## src/rtl/can_bit_tx.sv

```systemverilog
// CAN bit-level transmitter: serialises chunks onto the bus with bit stuffing,
// arbitration-loss detection and bit-error abort.
module can_bit_tx (
  input  logic       clk,
  input  logic       rst_n,
  input  logic       bit_tick,
  input  logic       sample_point,
  input  logic       can_rx,
  input  logic [7:0] tx_data,
  input  logic [3:0] tx_nbits,
  input  logic       tx_stuff,
  input  logic       tx_arb,
  input  logic       tx_valid,
  output logic       tx_ready,
  output logic       can_tx,
  output logic       busy,
  output logic       stuff_bit,
  output logic       done,
  output logic       arb_lost,
  output logic       bit_err
);

  typedef enum logic [1:0] {StIdle, StData, StStuff} state_e;

  state_e     state_q;

  // Holding register (one chunk waiting)
  logic       hold_full_q;
  logic [7:0] hold_data_q;
  logic [3:0] hold_nbits_q;
  logic       hold_stuff_q;
  logic       hold_arb_q;

  // Shift register: remaining bits of the chunk on the bus, MSB next
  logic [7:0] sh_data_q;
  logic [3:0] sh_left_q;
  logic       cur_stuff_q;
  logic       cur_arb_q;

  logic [2:0] run_cnt_q;
  logic       run_val_q;

  logic       can_tx_q;
  logic       done_q;
  logic       arb_lost_q;
  logic       bit_err_q;

  logic [3:0] hold_len;
  logic       use_shift;
  logic       next_bit;
  logic       next_stuff;
  logic [2:0] run_next;
  logic       mismatch;
  logic       stuff_pending;

  always_comb begin
    hold_len      = ((hold_nbits_q == 4'd0) || (hold_nbits_q > 4'd8)) ? 4'd8 : hold_nbits_q;
    use_shift     = (sh_left_q != 4'd0);
    next_bit      = use_shift ? sh_data_q[7] : hold_data_q[7];
    next_stuff    = use_shift ? cur_stuff_q : hold_stuff_q;
    // Run counter only tracks bits of stuffable chunks; a non-stuffed chunk clears it.
    if (!next_stuff) begin
      run_next = 3'd0;
    end else if ((run_cnt_q != 3'd0) && (next_bit == run_val_q)) begin
      run_next = run_cnt_q + 3'd1;
    end else begin
      run_next = 3'd1;
    end
    mismatch      = sample_point && (state_q != StIdle) && (can_rx != can_tx_q);
    stuff_pending = (run_cnt_q == 3'd5);
  end

  always_ff @(posedge clk or negedge rst_n) begin
    if (!rst_n) begin
      state_q      <= StIdle;
      hold_full_q  <= 1'b0;
      hold_data_q  <= 8'd0;
      hold_nbits_q <= 4'd0;
      hold_stuff_q <= 1'b0;
      hold_arb_q   <= 1'b0;
      sh_data_q    <= 8'd0;
      sh_left_q    <= 4'd0;
      cur_stuff_q  <= 1'b0;
      cur_arb_q    <= 1'b0;
      run_cnt_q    <= 3'd0;
      run_val_q    <= 1'b0;
      can_tx_q     <= 1'b1;
      done_q       <= 1'b0;
      arb_lost_q   <= 1'b0;
      bit_err_q    <= 1'b0;
    end else begin
      done_q     <= 1'b0;
      arb_lost_q <= 1'b0;
      bit_err_q  <= 1'b0;
      // Readback mismatch aborts the frame and wins over a coincident bit_tick.
      if (mismatch) begin
        if (can_tx_q && !can_rx && (state_q == StData) && cur_arb_q) begin
          arb_lost_q <= 1'b1;
        end else begin
          bit_err_q <= 1'b1;
        end
        can_tx_q    <= 1'b1;
        state_q     <= StIdle;
        hold_full_q <= 1'b0;
        sh_data_q   <= 8'd0;
        sh_left_q   <= 4'd0;
        run_cnt_q   <= 3'd0;
      end else begin
        if (tx_valid && !hold_full_q) begin
          hold_full_q  <= 1'b1;
          hold_data_q  <= tx_data;
          hold_nbits_q <= tx_nbits;
          hold_stuff_q <= tx_stuff;
          hold_arb_q   <= tx_arb;
        end
        if (bit_tick) begin
          if ((state_q != StIdle) && stuff_pending) begin
            state_q   <= StStuff;
            can_tx_q  <= ~run_val_q;
            run_cnt_q <= 3'd1;
            run_val_q <= ~run_val_q;
          end else if (use_shift || hold_full_q) begin
            state_q   <= StData;
            can_tx_q  <= next_bit;
            run_cnt_q <= run_next;
            run_val_q <= next_bit;
            if (use_shift) begin
              sh_data_q <= {sh_data_q[6:0], 1'b0};
              sh_left_q <= sh_left_q - 4'd1;
            end else begin
              sh_data_q   <= {hold_data_q[6:0], 1'b0};
              sh_left_q   <= hold_len - 4'd1;
              cur_stuff_q <= hold_stuff_q;
              cur_arb_q   <= hold_arb_q;
              hold_full_q <= 1'b0;
            end
          end else if (state_q != StIdle) begin
            state_q   <= StIdle;
            can_tx_q  <= 1'b1;
            done_q    <= 1'b1;
            run_cnt_q <= 3'd0;
          end
        end
      end
    end
  end

  assign tx_ready  = ~hold_full_q;
  assign can_tx    = can_tx_q;
  assign busy      = (state_q != StIdle);
  assign stuff_bit = (state_q == StStuff);
  assign done      = done_q;
  assign arb_lost  = arb_lost_q;
  assign bit_err   = bit_err_q;

endmodule
```

## config.mk

```make
export PLATFORM = sky130hd
export DESIGN_NAME = can_bit_tx
export DESIGN_NICKNAME = d
export VERILOG_FILES = /design/src/rtl/can_bit_tx.sv
export SDC_FILE = /design/constraint.sdc
export NUM_CORES = 1
export LEC_CHECK = 0
export CORE_MARGIN = 2
export CORE_UTILIZATION = 40
export DETAILED_ROUTE_END_ITERATION = 10
export GPL_ROUTABILITY_DRIVEN = 0
export SLEW_MARGIN = 20
export SYNTH_ARGS = -nofsm -noshare
export SYNTH_HDL_FRONTEND = slang
export SYNTH_SLANG_ARGS = --single-unit
```

## constraint.sdc

```tcl
create_clock -name clk -period 2.3 [get_ports clk]
set_input_delay 0.345 -clock clk [delete_from_list [all_inputs] [get_ports clk]]
set_output_delay 0.345 -clock clk [all_outputs]
set_load 0.1 [all_outputs]
```

==> impl_metrics.tcl <==
set metrics [dict create \
    status "finished, final reports clean" \
    crit_type "reg -> reg" \
    synthArstFlopShare 1.00 \
    ys_ff_latch 38 \
    arrival_ns 2.21 \
    post_cts_buffers 0 \
    crit_path_end_kind "flop" \
    drive_gt1_frac 0.221 \
    p_comb_frac 0.450 \
    cts_tree "built" \
    clock-sinks 38 \
    cp_slowest_cell "or3_1" \
    grt_pass1_vias 1330 \
    antenna_left 0 \
    yosysWarnings 0 \
    firstDrtPassIters 4 \
    power_frac_clock 0.160 \
    path_buf_inv 0 \
    wl_per_cell_um 14.4 \
    initial_core_util 0.416 \
    cts_buffer_depth 2 \
    die_height_um 71.3 \
    grt_pass1_wl_mm 6.46 \
    io_pins 27 \
    grtUsageTotal 0.162 \
    syn_avg_cell_area_um2 11.3 \
    p_sw_mw 1.14 \
    leakagePower_nw 1.01 \
    path_clk_slew_ns 0.08 \
    tightest_slew_ns 0.845 \
    via_per_inst 5.28 \
    nFillCells 380 \
    skew_ns 0.00799 \
    row_count 24 \
    power_frac_seq 0.390 \
    crit_path_cell_trace "or3_1, or3_1, a31oi_4, nand2_1, o21ai_0" \
    antenna_found_initial 0 \
    max_cap_violations 0 \
    cp_top_family "simple AND/OR/NAND/NOR gates" \
    path_common_cell "or3_1" \
    rrSetupSlack_ns 0.29 \
    synth_area_leaders "dfrtp_1 (51%), mux2_2 (10%), mux2i_1 (3.9%), nand2_1 (3.7%), ha_1 (3.5%)" \
    cts-buffers-inserted 5 \
    clock_latency_ns 0.29 \
    rsz0062_at_grt "false" \
    ys_seq_area_frac 0.526 \
    fmax_mhz 496 \
    synthDistinctLibCells 38 \
    p_per_area_nw_per_um2 1280 \
    die_area_um2 5080 \
    fin_setup_tns_ns 0 \
    rr_worst_depth 5 \
    ir_worst_vdd_v 0.000496 \
    rr_endpoint "sh_left_q[1]" \
    hold_violations 0 \
    yosysTopAreaCell "dfrtp_1" \
    dp_hpwl_mm 2.60 \
    syn_area_um2 1810 \
    r2r-start "sh_left_q[1]" \
    slew_headroom 0.437 \
    syn_inst 160 \
    grt_max_degree 39 \
    slowest_delay_ns 0.46 \
    synth_edf_count 0 \
    postRouteWirelength_mm 3.55 \
    path_depth 5 \
    core_region_area_um2 4350 \
    startpoint_type "flop" \
    required_ns 2.49 \
    min_period_ns 2.01 \
    fin_crit_sh 0.876 \
    area_delta_synth_final_pct 24.0 \
    die_w_um 71.3 \
    h-tree-depth 2 \
    finalSetupViolCount 0 \
    postCtsHoldBufs 0 \
    regArea_um2 956 \
    synthFlopType "dfrtp_1" \
    total_power_mw 2.88 \
    drc_errors 0 \
    nets 220 \
    drt_iter0_markers 50 \
    p_int_mw 1.74 \
    maxSlewViolCount 0 \
    syn_nets 185 \
    io_buffers 26 \
    antenna_cells 0 \
    placed_cells 240 \
    vias 1303 \
    stdcell_count 247 \
    multiInputGateArea_um2 803 \
    synth_top_area_share 0.512 \
    critPathMaxFanout 10 \
    cts-resized-gates 0 \
    swShare 0.395 \
    cts-root-buf "clkbuf_8" \
    overflow 0 \
    holdCritPathClass "in -> async" \
]
sequential cells by signal, summed over array words and instances, names as in the netlist:
name          cells
cur_stuff_q       1
state_q           2
run_val_q         1
bit_err           1
sh_left_q         4
arb_lost          1
hold_stuff_q      1
cur_arb_q         1
hold_arb_q        1
hold_full_q       1
done              1
can_tx            1
run_cnt_q         3
hold_nbits_q      4
hold_data_q       8
sh_data_q         7
logic make-up after synthesis:
| kind of cell | count (synthesis) | synth area share |
|---|---|---|
| mux | 24 | 0.147 |
| buf+inv | 13 | 0.0297 |
| compound gates | 29 | 0.109 |
| fa+ha+maj | 5 | 0.0346 |
| simple gates | 48 | 0.135 |
| xor+xnor | 3 | 0.0187 |
| flops | 38 | 0.526 |
cell type report:
| type | instances | area share |
|---|---|---|
| clock buffers | 7 | 0.0385 |
| multi-input cells | 109 | 0.358 |
| repair buffers | 33 | 0.135 |
| inverters | 8 | 0.0134 |
| flip-flops and latches | 38 | 0.426 |
| well taps | 52 | 0.0290 |
power by group through the flow:
| stage | registers (mW) | logic, mW | clock network (mW) |
|---|---|---|---|
| after detailed placement | 1.14 | 1.30 | 0 |
| after CTS | 1.13 | 1.32 | 0.475 |
| final | 1.12 | 1.29 | 0.461 |
| after floorplan | 1.20 | 0.877 | 0 |
| after global placement | 1.13 | 1.27 | 0 |
| after global routing | 1.16 | 1.43 | 0.501 |
metal layers:
| layer | vias up | global-route usage | part of all wire |
|---|---|---|---|
| li1 | 633 | - | - |
| met4 | 0 | 0.0440 | 0.0034 |
| met1 | 647 | 0.226 | 0.45 |
| met3 | 2 | 0.0436 | 0.044 |
| met5 | - | 0 | 0 |
| met2 | 21 | 0.251 | 0.51 |
worst max path at each step:
stage,startpoint,endpoint
final,sh_left_q[1],sh_left_q[1]
after global routing,sh_left_q[1],sh_left_q[1]
after CTS,sh_left_q[1],sh_left_q[1]
after detailed placement,can_rx,cur_arb_q
after global placement,can_rx,cur_stuff_q
after floorplan,can_tx,hold_arb_q
worst reg2reg max path, stage by stage (launching register included):
cell and delay (ns):
dfrtp_1 0.43, or3_1 0.43, or3_1 0.46, a31oi_4 0.39, nand2_1 0.11, o21ai_0 0.10
stage by stage:
step	hold WS [ns]	utilization	setup slack, ns	area (um2)
global route	0.234	0.515	0.164	2240
detailed placement	0.475	0.495	0.0498	2160
finish	0.159	0.515	0.286	2240
global placement	0.464	0.495	0.0989	2160
floorplan	0.0494	-	0.0722	1810
CTS	0.180	0.515	0.279	2240
cell usage after synthesis (all sizes together) (3+ instances only):
library cell and count:
inv 8, nand3 5, ha 5, buf 4, nand2 18, mux2i 7, nor2 10, mux2 17
o21ai 11, dfrtp 37, nor2b 3, a21oi 4
layout by cell type, fill, tap and decap left out, drive strengths merged, types with 2 or more instances in the layout:
cell type      synthesis  routed
nor2b                  3       3
clkbuf                 1       7
inv                    8       8
o22ai                  2       2
o21ai                 11      11
mux2                  17      17
ha                     5       5
a21oi                  4       4
clkdlybuf4s50          0      18
nor3                   2       2
or3                    2       2
o21a                   2       2
nand4b                 2       2
nand2                 18      18
o31ai                  2       2
nand3                  5       5
xnor2                  2       2
dfrtp                 37      37
a31oi                  2       2
nor2                  10      10
buf                    4      15
a211oi                 2       2
mux2i                  7       7
(Power assumes the default switching activity.)
